**src/rtl/bus_arbiter_rr4.sv**
```systemverilog
// ============================================================================
//  Module   : bus_arbiter_rr4
//  Purpose  : Round-robin arbiter/sequencer sharing one TTL-style peripheral
//             bus between 4 requesters. Drives the 4:1 selector and the
//             3-to-8 chip-select decoder through setup, strobe and recovery
//             phases, then pulses a one-cycle ack to the winner.
//  Revision : 1.0 - initial release
// ============================================================================
`default_nettype none

module bus_arbiter_rr4 #(
  parameter int unsigned WAIT_STATES = 2
) (
  input  logic        clk,
  input  logic        reset,
  input  logic [3:0]  req,
  input  logic [11:0] dev_sel,
  output logic [3:0]  grant,
  output logic [3:0]  ack,
  output logic [1:0]  mux_sel,
  output logic        mux_oe_n,
  output logic [2:0]  dec_x,
  output logic        dec_g1,
  output logic        dec_g2a_n,
  output logic        dec_g2b_n,
  output logic        busy
);

  localparam logic [3:0] C_STROBE_LOAD = 4'(WAIT_STATES);

  typedef enum logic [1:0] {
    S_IDLE    = 2'd0,
    S_SETUP   = 2'd1,
    S_STROBE  = 2'd2,
    S_RECOVER = 2'd3
  } state_t;

  state_t      state_q, state_d;
  logic [3:0]  cnt_q, cnt_d;
  logic [1:0]  owner_q, owner_d;
  logic [1:0]  ptr_q, ptr_d;
  logic [3:0]  grant_q, grant_d;
  logic [3:0]  ack_q, ack_d;
  logic        mux_oe_n_q, mux_oe_n_d;
  logic [2:0]  dec_x_q, dec_x_d;
  logic        dec_en_q, dec_en_d;
  logic        busy_q, busy_d;

  logic        win_found;
  logic [1:0]  win_idx;
  logic [1:0]  cand;
  logic [2:0]  win_dev;

  // Round-robin scan: first requester at or after the pointer wins.
  always_comb begin
    win_found = 1'b0;
    win_idx   = ptr_q;
    cand      = 2'd0;
    for (int s = 0; s < 4; s++) begin
      cand = ptr_q + 2'(s);
      if (!win_found && req[cand]) begin
        win_found = 1'b1;
        win_idx   = cand;
      end
    end
  end

  // Decoder line of the arbitration winner, latched on grant.
  always_comb begin
    win_dev = dev_sel[2:0];
    case (win_idx)
      2'd0: win_dev = dev_sel[2:0];
      2'd1: win_dev = dev_sel[5:3];
      2'd2: win_dev = dev_sel[8:6];
      2'd3: win_dev = dev_sel[11:9];
      default: win_dev = dev_sel[2:0];
    endcase
  end

  // Next-state and next-output logic; outputs are computed for the state being entered.
  always_comb begin
    state_d    = state_q;
    cnt_d      = cnt_q;
    owner_d    = owner_q;
    ptr_d      = ptr_q;
    grant_d    = grant_q;
    ack_d      = 4'd0;
    mux_oe_n_d = mux_oe_n_q;
    dec_x_d    = dec_x_q;
    dec_en_d   = dec_en_q;
    busy_d     = busy_q;
    case (state_q)
      S_IDLE: begin
        if (req != 4'd0) begin
          state_d    = S_SETUP;
          owner_d    = win_idx;
          dec_x_d    = win_dev;
          grant_d    = 4'b0001 << win_idx;
          mux_oe_n_d = 1'b0;
          busy_d     = 1'b1;
          dec_en_d   = 1'b0;
        end
      end
      S_SETUP: begin
        if (!req[owner_q]) begin
          // Owner withdrew before the strobe: recover without ack.
          state_d  = S_RECOVER;
          dec_en_d = 1'b0;
        end else begin
          state_d  = S_STROBE;
          cnt_d    = C_STROBE_LOAD;
          dec_en_d = 1'b1;
        end
      end
      S_STROBE: begin
        if (!req[owner_q]) begin
          // Abort takes precedence even on the final strobe cycle.
          state_d  = S_RECOVER;
          dec_en_d = 1'b0;
        end else if (cnt_q == 4'd0) begin
          state_d  = S_RECOVER;
          dec_en_d = 1'b0;
          ack_d    = grant_q;
        end else begin
          cnt_d = cnt_q - 4'd1;
        end
      end
      S_RECOVER: begin
        state_d    = S_IDLE;
        grant_d    = 4'd0;
        mux_oe_n_d = 1'b1;
        busy_d     = 1'b0;
        ptr_d      = owner_q + 2'd1;
      end
      default: begin
        state_d = S_IDLE;
      end
    endcase
  end

  // State and output registers with synchronous reset.
  always_ff @(posedge clk) begin
    if (reset) begin
      state_q    <= S_IDLE;
      cnt_q      <= 4'd0;
      owner_q    <= 2'd0;
      ptr_q      <= 2'd0;
      grant_q    <= 4'd0;
      ack_q      <= 4'd0;
      mux_oe_n_q <= 1'b1;
      dec_x_q    <= 3'd0;
      dec_en_q   <= 1'b0;
      busy_q     <= 1'b0;
    end else begin
      state_q    <= state_d;
      cnt_q      <= cnt_d;
      owner_q    <= owner_d;
      ptr_q      <= ptr_d;
      grant_q    <= grant_d;
      ack_q      <= ack_d;
      mux_oe_n_q <= mux_oe_n_d;
      dec_x_q    <= dec_x_d;
      dec_en_q   <= dec_en_d;
      busy_q     <= busy_d;
    end
  end

  assign grant     = grant_q;
  assign ack       = ack_q;
  assign mux_sel   = owner_q;
  assign mux_oe_n  = mux_oe_n_q;
  assign dec_x     = dec_x_q;
  assign dec_g1    = dec_en_q;
  assign dec_g2a_n = ~dec_en_q;
  assign dec_g2b_n = ~dec_en_q;
  assign busy      = busy_q;

endmodule

`default_nettype wire

```
**config.mk**
```make
export PLATFORM = sky130hd
export DESIGN_NAME = bus_arbiter_rr4
export DESIGN_NICKNAME = d
export VERILOG_FILES = /design/src/rtl/bus_arbiter_rr4.sv
export SDC_FILE = /design/constraint.sdc
export NUM_CORES = 1
export LEC_CHECK = 0
export CORE_MARGIN = 1.5
export CORE_UTILIZATION = 51
export DETAILED_ROUTE_END_ITERATION = 6
export HOLD_SLACK_MARGIN = 0.02
export PLACE_DENSITY_LB_ADDON = 0.08
export SYNTH_ARGS = -nofsm -noshare
export SYNTH_HDL_FRONTEND = slang
export SYNTH_SLANG_ARGS = --single-unit
```
**constraint.sdc**
```tcl
create_clock -name clk -period 4.4 [get_ports clk]
set_input_delay 0.66 -clock clk [delete_from_list [all_inputs] [get_ports clk]]
set_output_delay 0.66 -clock clk [all_outputs]
set_load 0.02 [all_outputs]
```
# [Word level (Yosys, flattened, before mapping)]
# Index checks and enable logic that the tools add are counted.
[totals] wordCells=91 ff_bits=24
[op_classes] add_sub_neg=5 bitwise=4 muxes=36 shifts=1 reduce_logical=19 n_eq_ne=11 order_cmp=5
[op_table] op="$mux 4" n=4
[op_table] op="$pmux 4 s2" n=2
[op_table] op="$lt 2x3->1 const B" n=5
[op_table] op="$mux 1" n=14
[op_table] op="$mux 2" n=6
[op_table] op="$pmux 3 s4" n=1
[op_table] op="$bmux 1 s2" n=5
[op_table] op="$eq 2x2->1 const B" n=4
[op_table] op="$ne 2x2->1 const B" n=4
[op_table] op="$pmux 2 s4" n=1
[op_table] op="$reduce_and 2->1" n=3
[op_table] op="$add 2x1->2 const B" n=2
[op_table] op="$add 2x2->2 const B" n=2
[op_table] op="$eq 2x1->1 const B" n=2
[op_table] op="$logic_not 2->1" n=2
[op_table] op="$logic_not 4->1" n=1
[op_table] op="$not 1->1" n=4
[op_table] op="$pmux 1 s2" n=2
[op_table] op="$reduce_and 4->1" n=1
[op_table] op="$reduce_bool 2->1" n=2
[op_table] op="$reduce_bool 4->1" n=1
[op_table] op="$reduce_or 4->1" n=1
[op_table] op="$shl 1x2->4 const A" n=1
[op_table] op="$sub 4x1->4 const B" n=1
[op_table] op="6 further kinds" n=10

# [Depth between registers and ports, before layout]
# Gate-level depths: netlist of the first run.
[depth] ltp_word=15 depth_mapped=7

# [Worst setup path before layout of the first run]
# No wires, ideal clock.
[synth_timing] path_type="input-to-reg" startpoint="in req[3]" endpoint="reg dec_en_q, in the netlist dec_g1" n_path_buf=0 path_stages=5 slack_ps=2518 setup_ps=119 t_arrival_ps=1763 cell_sequence="mux4_2 > a32oi_4 > nand2b_1 > nand3b_1 > o31ai_2"
[synth_between] elab_chain_len=4
[synth_rtl] element="start, declared" line="16" source="input logic [3:0] req,"
[synth_rtl] element="$bmux 1 s2" line="105, 116"
[synth_rtl] element="$mux 1 (not written as such)" line="105, 116"
[synth_rtl] element="$ne 3x3->1 (no line), or another cell as far along"
[synth_rtl] element="$reduce_and 3->1 (no line) / $pmux 1 s3 (equally long branches)"
[synth_rtl] element="end signal, assigned" line="163" source="dec_en_q <= dec_en_d;"
[synth_rtl] element="end, declared" line="46" source="logic dec_en_q, dec_en_d;"
# Parallel ways exist; a longest one is shown, timed or not. The select of a mux whose other input is x is not followed.
# A chain may end at the register's enable or synchronous reset.

# [Worst setup path after layout of the first run]
[layout_timing] startpoint="in req[0]" endpoint="reg grant_q[3], in the netlist grant[3]"
[layout_between] elab_chain_len=15
[layout_rtl] element="$bmux 1 s2" line="61" source="if (!win_found && req[cand]) begin"
[layout_rtl] element="$mux 1 (not written as such)" line="61"
[layout_rtl] element="$mux 1" line="61"
[layout_rtl] element="$logic_not 1->1" line="61"
[layout_rtl] element="$logic_and 1x1->1" line="61"
[layout_rtl] element="$mux 1" line="61"
[layout_rtl] element="$logic_not 1->1" line="61"
[layout_rtl] element="$logic_and 1x1->1" line="61"
[layout_rtl] element="$mux 1" line="61"
[layout_rtl] element="$logic_not 1->1" line="61"
[layout_rtl] element="$logic_and 1x1->1" line="61"
[layout_rtl] element="$mux 2" line="61"
[layout_rtl] element="$shl 1x2->4" line="98" source="grant_d = 4'b0001 << win_idx;"
[layout_rtl] element="$mux 4" line="94" source="if (req != 4'd0) begin"
[layout_rtl] element="$pmux 4 s2" line="92" source="case (state_q)"
[layout_rtl] element="end signal, assigned" line="159" source="grant_q <= grant_d;"
[layout_rtl] element="end, declared" line="42" source="logic [3:0] grant_q, grant_d;"
# Parallel ways exist; a longest one is shown, timed or not. The select of a mux whose other input is x is not followed.

==> impl_metrics.env, run 1 <==
export IMPL_synth_compound_area_share_pct=17.8
export IMPL_critPathCaptureType="register"
export IMPL_synth_adder_area_share_pct=5.81
export IMPL_max_freq_mhz=436
export IMPL_slowest_stage="nor4_2"
export IMPL_grt_max_degree=21
export IMPL_cp_required_ns=4.63
export IMPL_dr_pass1_iters=4
export IMPL_clkSlewWorstSetupHoldPaths_ns=0.13
export IMPL_clk_latency_ns=0.32
export IMPL_critPathArrivalTime_ns=2.52
export IMPL_htree_levels=1
export IMPL_synth_ff_type="dfxtp_1"
export IMPL_vias_per_cell=5.35
export IMPL_hp_class="reg2reg"
export IMPL_finalSetupViolCount=0
export IMPL_wl_per_cell_um=13.1
export IMPL_synth_area_um2=1290
export IMPL_avgSynthCellArea_um2=9.43
export IMPL_r2r_slack_ns=2.55
export IMPL_post_route_util_pct=68.7
export IMPL_synth_edf_count=0
export IMPL_yosysSeqAreaShare_pct=37.2
export IMPL_irDropWorstVdd_uv=371
export IMPL_cts_tree="done"
export IMPL_synthMuxAreaShare_pct=8.72
export IMPL_syn_nets=161
export IMPL_die_area_um2=2840
export IMPL_grt_overflow_total=0
export IMPL_grt_pass1_vias=976
export IMPL_post_place_cells=196
export IMPL_hold_slack_ns=0.471
export IMPL_drtIter0Drc=10
export IMPL_rsz0062_at_grt="no"
export IMPL_critPathMaxFanout=7
export IMPL_min_period_ns=2.29
export IMPL_crit_chain="clkdlybuf4s50_1 > nor4_2 > nand2b_1 > nor3_1 > a32o_1"
export IMPL_synth_top_family_by_area="simple AND/OR/NAND/NOR gates"
export IMPL_cts_resized=0
export IMPL_total_power_uw=910
export IMPL_root_buffer="clkbuf_4"
export IMPL_worstSetupStartpointType="primary input"
export IMPL_crit_type="in2reg"
export IMPL_stdcell_count=200
export IMPL_place_congestion=0.799
export IMPL_clock_sinks=24
export IMPL_grt_pass1_wl_um=4290
export IMPL_ant_nets=0
export IMPL_crit_path_max_incr_delay_ns=0.55
export IMPL_synth_area_leader_cell="dfxtp_1"
export IMPL_finalHoldViolCount=0
export IMPL_routed_wl_um=2620
export IMPL_die_w_um=53.3
export IMPL_max_slew_margin_pct=55.1
export IMPL_final_area_um2=1670
export IMPL_status="complete, no violations"
export IMPL_nNetsFinal=195
export IMPL_drv_cap=0
export IMPL_synth_xor_area_share_pct=1.36
export IMPL_final_common_cell="clkdlybuf4s50_1"
export IMPL_ys_warn_count=0
export IMPL_placed_cell_area_um2=1640
export IMPL_design_core_area_um2=2430
export IMPL_area_delta_synth_final_pct=29.5
export IMPL_fill_cells=211
export IMPL_leakage_nw=0.634
export IMPL_setup_tns_ns=0
export IMPL_drc_errors=0
export IMPL_yosysTopAreaCellShare_pct=37.2
export IMPL_antenna_found_initial=0
export IMPL_via_count=1070
export IMPL_hpwlAfterDp_um=2090
export IMPL_syn_instance_count=137
export IMPL_drive_gt1_share_pct=10.0
export IMPL_track_usage_pct=21.0
export IMPL_multi_input_area_um2=737
export IMPL_clock_skew_final_ns=0.00502
export IMPL_regArea_um2=480
export IMPL_power_density_nw_per_um2=545
export IMPL_tightest_slew_ns=0.671
export IMPL_ios=36
export IMPL_postCtsHoldBufs=0
export IMPL_finalMaxSlewViolations=0
export IMPL_cts_buffers=3
export IMPL_pre_cts_ws_ns=1.78
export IMPL_synthSimpleGateAreaFrac_pct=23.4
export IMPL_final_cell_mix="clkdlybuf4s50_1, dfxtp_1, nand2_1"
export IMPL_antenna_cells=0
export IMPL_start_util_pct=53.1
export IMPL_portBuffers=35
export IMPL_die_height_um=53.3
export IMPL_timing_final_crit_share_pct=52.1
export IMPL_ys_async_sr_fraction_pct=0
export IMPL_clockBufferDepth=2
export IMPL_synth_area_top_cells="dfxtp_1, mux2i_1, ha_1, nand2_1, nor2_1"
export IMPL_ys_seq_elements=24
export IMPL_num_rows=18
export IMPL_fin_ws_ns=2.11
export IMPL_synth_cell_types=40
export IMPL_postCtsSetupRepairBufs=0
==> critical path: cells and delay by family <==
family	cells	cell delay, ns
AND/OR/NAND/NOR	3	1.05
buffers and inverters	1	0.51
AO/OA/AOI/OAI	1	0.30
==> final cells by class <==
class                           instances  area share (%)
Clock buffer                            4            2.17
Multi-Input combinational cell         99            44.1
Inverter                                8            1.80
Tap cell                               30            2.25
Timing Repair Buffer                   35            21.0
Sequential cell                        24            28.7
==> registers in the layout (all words and copies together) (netlist names) <==
signal / flops
state_q: 2
dec_x: 3
grant: 4
mux_sel: 2
dec_g1: 1
cnt_q: 4
ack: 4
ptr_q: 2
busy: 1
mux_oe_n: 1
==> logic make-up (layout without fill, tap and decap cells) <==
family / after synthesis / count (layout)
adder cells (fa/ha/maj): 6 / 6
flip-flops: 24 / 24
AO/OA/AOI/OAI: 28 / 28
XOR/XNOR: 2 / 2
multiplexers: 10 / 10
buffers and inverters: 14 / 47
AND/OR/NAND/NOR: 53 / 53
==> per-layer routing <==
metal  vias to the layer above  GRT usage [%]  share of wire [%]
met5                         -              0                  0
li1                        547              -                  -
met2                        24           33.7                 48
met1                       491           26.5                 46
met4                         0           12.8                3.1
met3                         8           2.54                2.8
==> synth_stat cells, types with 2 or more instances <==
library cell / count
a211oi_1: 3
a21oi_1: 6
and2_1: 4
buf_2: 2
buf_6: 2
dfxtp_1: 24
ha_1: 6
inv_1: 8
mux2i_1: 9
nand2_1: 12
nand2b_1: 6
nand3b_1: 4
nor2_1: 11
nor2b_1: 2
nor3_1: 3
nor4_2: 2
o21ai_0: 2
o21ai_1: 3
o21bai_1: 2
o221ai_1: 3
or2_2: 2
or3_1: 2
xnor2_1: 2
==> power by group <==
| group | internal (mW) | switching (mW) | total [mW] | leakage [nW] |
|---|---|---|---|---|
| logic | 0.219 | 0.248 | 0.467 | 0.416 |
| clock network | 0.0506 | 0.0674 | 0.118 | 0.0210 |
| registers | 0.278 | 0.0474 | 0.326 | 0.196 |
==> final timing paths <==
check	start	to	cells past startpoint
max	req[0]	grant[3]	5
min	grant[1]	grant[1]	2
min reg2reg	grant[1]	grant[1]	2
max reg2reg	mux_sel[0]	dec_g1	5
No activity file was read; power rests on OpenSTA's default activity.
==> run 2, diff against run 1 <==
- CORE_UTILIZATION: 51 -> 42
- clock period: 4.4 -> 2.1 ns (I/O delays scaled with it)
==> impl_metrics.env, run 2 (synthesized netlist as in run 1, its figures left out) <==
export IMPL_cp_required_ns=2.33
export IMPL_clkSlewWorstSetupHoldPaths_ns=0.13
export IMPL_pwr_share_seq_pct=33.3
export IMPL_drc_errors=0
export IMPL_clk_latency_ns=0.32
export IMPL_ios=36
export IMPL_place_congestion=0.750
export IMPL_p_sw_uw=777
export IMPL_grt_overflow_total=0
export IMPL_antenna_found_initial=0
export IMPL_multi_input_area_um2=737
export IMPL_grt_pass1_wl_um=4620
export IMPL_dr_pass1_iters=4
export IMPL_postCtsHoldBufs=0
export IMPL_clock_skew_final_ns=0.00201
export IMPL_max_freq_mhz=569
export IMPL_placed_cell_area_um2=1700
export IMPL_critPathArrivalTime_ns=1.98
export IMPL_postCtsSetupRepairBufs=0
export IMPL_track_usage_pct=17.5
export IMPL_area_delta_synth_final_pct=36.0
export IMPL_max_slew_margin_pct=70.0
export IMPL_power_density_nw_per_um2=1170
export IMPL_clock_sinks=24
export IMPL_grt_pass1_vias=1051
export IMPL_num_rows=19
export IMPL_ant_nets=0
export IMPL_rsz0062_at_grt="no"
export IMPL_htree_levels=1
export IMPL_stdcell_count=210
export IMPL_finalSetupViolCount=0
export IMPL_timing_final_crit_share_pct=83.7
export IMPL_hp_class="reg2reg"
export IMPL_cts_tree="done"
export IMPL_min_period_ns=1.76
export IMPL_die_height_um=58.4
export IMPL_via_count=1126
export IMPL_worstSetupStartpointType="register"
export IMPL_drtIter0Drc=19
export IMPL_cts_resized=0
export IMPL_nNetsFinal=204
export IMPL_critPathMaxFanout=5
export IMPL_fill_cells=240
export IMPL_post_route_util_pct=62.1
export IMPL_total_power_mw=2.05
export IMPL_drv_cap=0
export IMPL_p_comb_share_pct=50.4
export IMPL_setup_tns_ns=0
export IMPL_hpwlAfterDp_um=2320
export IMPL_finalMaxSlewViolations=0
export IMPL_status="complete, no violations"
export IMPL_tightest_slew_ns=0.449
export IMPL_vias_per_cell=5.36
export IMPL_final_common_cell="clkdlybuf4s50_1"
export IMPL_portBuffers=35
export IMPL_p_clk_share_pct=16.4
export IMPL_final_area_um2=1760
export IMPL_die_w_um=58.4
export IMPL_routed_wl_um=2840
export IMPL_cts_buffers=3
export IMPL_swShare_pct=37.9
export IMPL_antenna_cells=0
export IMPL_regArea_um2=480
export IMPL_clockBufferDepth=2
export IMPL_root_buffer="clkbuf_4"
export IMPL_critPathCaptureType="register"
export IMPL_die_area_um2=3420
export IMPL_crit_type="reg2reg"
export IMPL_post_place_cells=206
export IMPL_drive_gt1_share_pct=14.5
export IMPL_start_util_pct=45.6
export IMPL_wl_per_cell_um=13.5
export IMPL_grt_max_degree=15
export IMPL_final_cell_mix="clkdlybuf4s50_1, dfxtp_1, nand2_1"
export IMPL_finalHoldViolCount=0
export IMPL_p_int_mw=1.28
export IMPL_irDropWorstVdd_uv=835
export IMPL_leakage_nw=0.684
export IMPL_design_core_area_um2=2830
## run 2: changes by cell type in the layout (fill, tap and decap cells not counted), sizes merged
cell and delta:
buf +9, clkbuf -1, bufinv +1
## run 2: final timing paths
kind	endpoint	slack (ns)	cells past startpoint	from
worst max-delay path	dec_g1	0.34	5	mux_sel[0]
worst min-delay path	grant[2]	0.47	2	grant[2]
worst max register to register	dec_g1	0.34	5	mux_sel[0]
worst min register to register	grant[2]	0.47	2	grant[2]
## run 2: layout make-up
| class | count | area share [%] |
|---|---|---|
| multi-input combinational | 99 | 42.0 |
| sequential | 24 | 27.4 |
| inverter | 8 | 1.71 |
| tap | 31 | 2.21 |
| clock inverter | 1 | 1.71 |
| timing repair buffer | 44 | 23.8 |
| clock buffer | 3 | 1.28 |
## run 2: power by group through the flow
stage | clock network, mW | registers [mW] | logic, mW
6_report | 0.336 | 0.683 | 1.03
5_1_grt | 0.360 | 0.701 | 1.13
4_1_cts | 0.343 | 0.684 | 1.04
3_5_place_dp | 0 | 0.696 | 1.04
3_3_place_gp | 0 | 0.690 | 1.00
2_1_floorplan | 0 | 0.768 | 0.604
## run 2: critical path: stages (launching register included)
cell      delay, ns
dfxtp_1        0.47
mux4_2         0.61
a32oi_4        0.29
nand2b_1       0.12
nand3b_1       0.11
o31ai_2        0.06
## run 2: per-layer routing
layer | track usage [%] | wire, um
met3 | 5.27 | 133
met5 | 0 | 0
met2 | 33.1 | 1480
met4 | 3.32 | 34
met1 | 19.3 | 1190
## run 2: per-stage QoR
stage	hold slack (ns)	setup slack, ns
floorplan	0.475	0.283
global placement	0.449	0.0598
detailed placement	0.453	0.00703
CTS	0.471	0.336
global route	0.493	0.214
finish	0.470	0.343
==> run 3, diff against run 2 <==
- CORE_UTILIZATION: 42 -> 47
- clock period: 2.1 -> 1.8 ns (I/O delays scaled with it)
==> impl_metrics.env, run 3 (synthesized netlist as in run 1, its figures left out) <==
export IMPL_die_area_um2=3070
export IMPL_track_usage_pct=18.9
export IMPL_swShare_pct=37.1
export IMPL_p_clk_share_pct=15.6
export IMPL_finalHoldViolCount=0
export IMPL_clock_sinks=24
export IMPL_final_common_cell="clkdlybuf4s50_1"
export IMPL_finalSetupViolCount=0
export IMPL_status="complete, no violations"
export IMPL_r2r_cells=5
export IMPL_critPathCaptureType="register"
export IMPL_hold_slack_ns=0.465
export IMPL_clk_latency_ns=0.31
export IMPL_crit_start="mux_sel[0]"
export IMPL_max_slew_margin_pct=73.3
export IMPL_tightest_slew_ns=0.397
export IMPL_cts_buffers=3
export IMPL_p_sw_uw=913
export IMPL_drv_cap=0
export IMPL_crit_type="reg2reg"
export IMPL_design_core_area_um2=2540
export IMPL_ant_nets=0
export IMPL_htree_levels=1
export IMPL_pwr_share_seq_pct=32.7
export IMPL_ios=36
export IMPL_drtIter0Drc=16
export IMPL_critPathArrivalTime_ns=1.91
export IMPL_crit_path_max_incr_delay_ns=0.59
export IMPL_grt_pass1_wl_um=4750
export IMPL_via_count=1138
export IMPL_hold_path_startpoint="grant[1]"
export IMPL_wl_per_cell_um=12.8
export IMPL_drive_gt1_share_pct=21.8
export IMPL_pre_cts_ws_ns=-0.168
export IMPL_grt_overflow_total=0
export IMPL_clock_skew_final_ns=0.00626
export IMPL_final_cell_mix="clkdlybuf4s50_1, dfxtp_1, buf_4"
export IMPL_cts_tree="done"
export IMPL_root_buffer="clkbuf_4"
export IMPL_crit_chain="mux4_2 > a32oi_4 > nand2b_1 > nand3b_1 > o31ai_2"
export IMPL_finalMaxSlewViolations=0
export IMPL_fin_ws_ns=0.108
export IMPL_r2r_start="mux_sel[0]"
export IMPL_dr_pass1_iters=4
export IMPL_worstHoldPathCells=2
export IMPL_slowest_stage="mux4_2"
export IMPL_cp_required_ns=2.01
export IMPL_leakage_nw=0.728
export IMPL_antenna_cells=0
export IMPL_power_density_nw_per_um2=1340
export IMPL_hp_class="reg2reg"
export IMPL_start_util_pct=50.7
export IMPL_p_int_mw=1.55
export IMPL_vias_per_cell=5.22
export IMPL_grt_pass1_vias=1116
export IMPL_clkSlewWorstSetupHoldPaths_ns=0.13
export IMPL_max_freq_mhz=591
export IMPL_die_w_um=55.4
export IMPL_portBuffers=35
export IMPL_p_comb_share_pct=51.7
export IMPL_die_height_um=55.4
export IMPL_area_delta_synth_final_pct=41.9
export IMPL_place_congestion=0.776
export IMPL_antenna_found_initial=0
export IMPL_clockBufferDepth=2
export IMPL_rsz0062_at_grt="yes"
export IMPL_worstSetupStartpointType="register"
export IMPL_grt_max_degree=15
export IMPL_drc_errors=0
export IMPL_hpwlAfterDp_um=2220
export IMPL_timing_final_crit_share_pct=94.0
export IMPL_critPathMaxFanout=5
export IMPL_routed_wl_um=2780
export IMPL_irDropWorstVdd_uv=1030
export IMPL_min_period_ns=1.69
export IMPL_num_rows=18
export IMPL_nNetsFinal=213
-- run 3: changes by cell type in the layout (fill, tap and decap cells not counted), sizes merged --
cell and delta:
buf +9
-- run 3: path summary, 6_finish.rpt --
path,to,slack (ns)
worst min register to register,grant[1],0.47
worst max-delay path,dec_g1,0.11
worst min-delay path,grant[1],0.47
worst max register to register,dec_g1,0.11
-- run 3: area by class of cell --
type | instances | area, um^2
sequential | 24 | 484
inverter | 8 | 30.0
clock buffer | 3 | 22.5
multi-input combinational | 99 | 742
clock inverter | 1 | 30.0
fill | 208 | 713
tap | 30 | 37.5
timing repair buffer | 53 | 485
-- run 3: metal layers --
metal,part of all wire [%],global-route usage (%)
met1,44,21.8
met2,50,34.4
met3,4.5,5.39
met4,1.2,4.18
met5,0,0
-- run 3: power groups by stage --
| stage | Clock, mW | Combinational (mW) | Sequential [mW] |
|---|---|---|---|
| after detailed placement | 0 | 1.25 | 0.816 |
| after floorplan | 0 | 0.705 | 0.898 |
| after CTS | 0.393 | 1.26 | 0.804 |
| after global placement | 0 | 1.21 | 0.806 |
| final | 0.384 | 1.27 | 0.804 |
| after global routing | 0.414 | 1.39 | 0.826 |
-- run 3: worst max-delay path, delay by kind of cell, from the launching register on --
| family | cells | cell delay (ns) |
|---|---|---|
| mux | 1 | 0.59 |
| flops | 1 | 0.40 |
| compound gates | 2 | 0.37 |
| simple gates | 2 | 0.23 |
-- run 3: timing repair --
item | 4_1_cts | 5_1_grt
resized for setup | 0 | 5
buffers inserted | 0 | 1
hold buffers | 0 | 0
setup endpoints to repair | 0 | 3
hold endpoints to repair | 0 | 0
-- run 3: through the flow --
stage                     area [um^2]  instances  utilization (%)  total power [mW]   TNS (ns)
after floorplan                  1290        137                -              1.60          0
after detailed placement         1760        213             69.3              2.07      -2.11
after global routing             1830        218             72.0              2.63  -0.000833
final                            1830        218             72.0              2.46          0
after CTS                        1820        217             71.4              2.46          0
after global placement           1760        213             69.3              2.02      -1.47
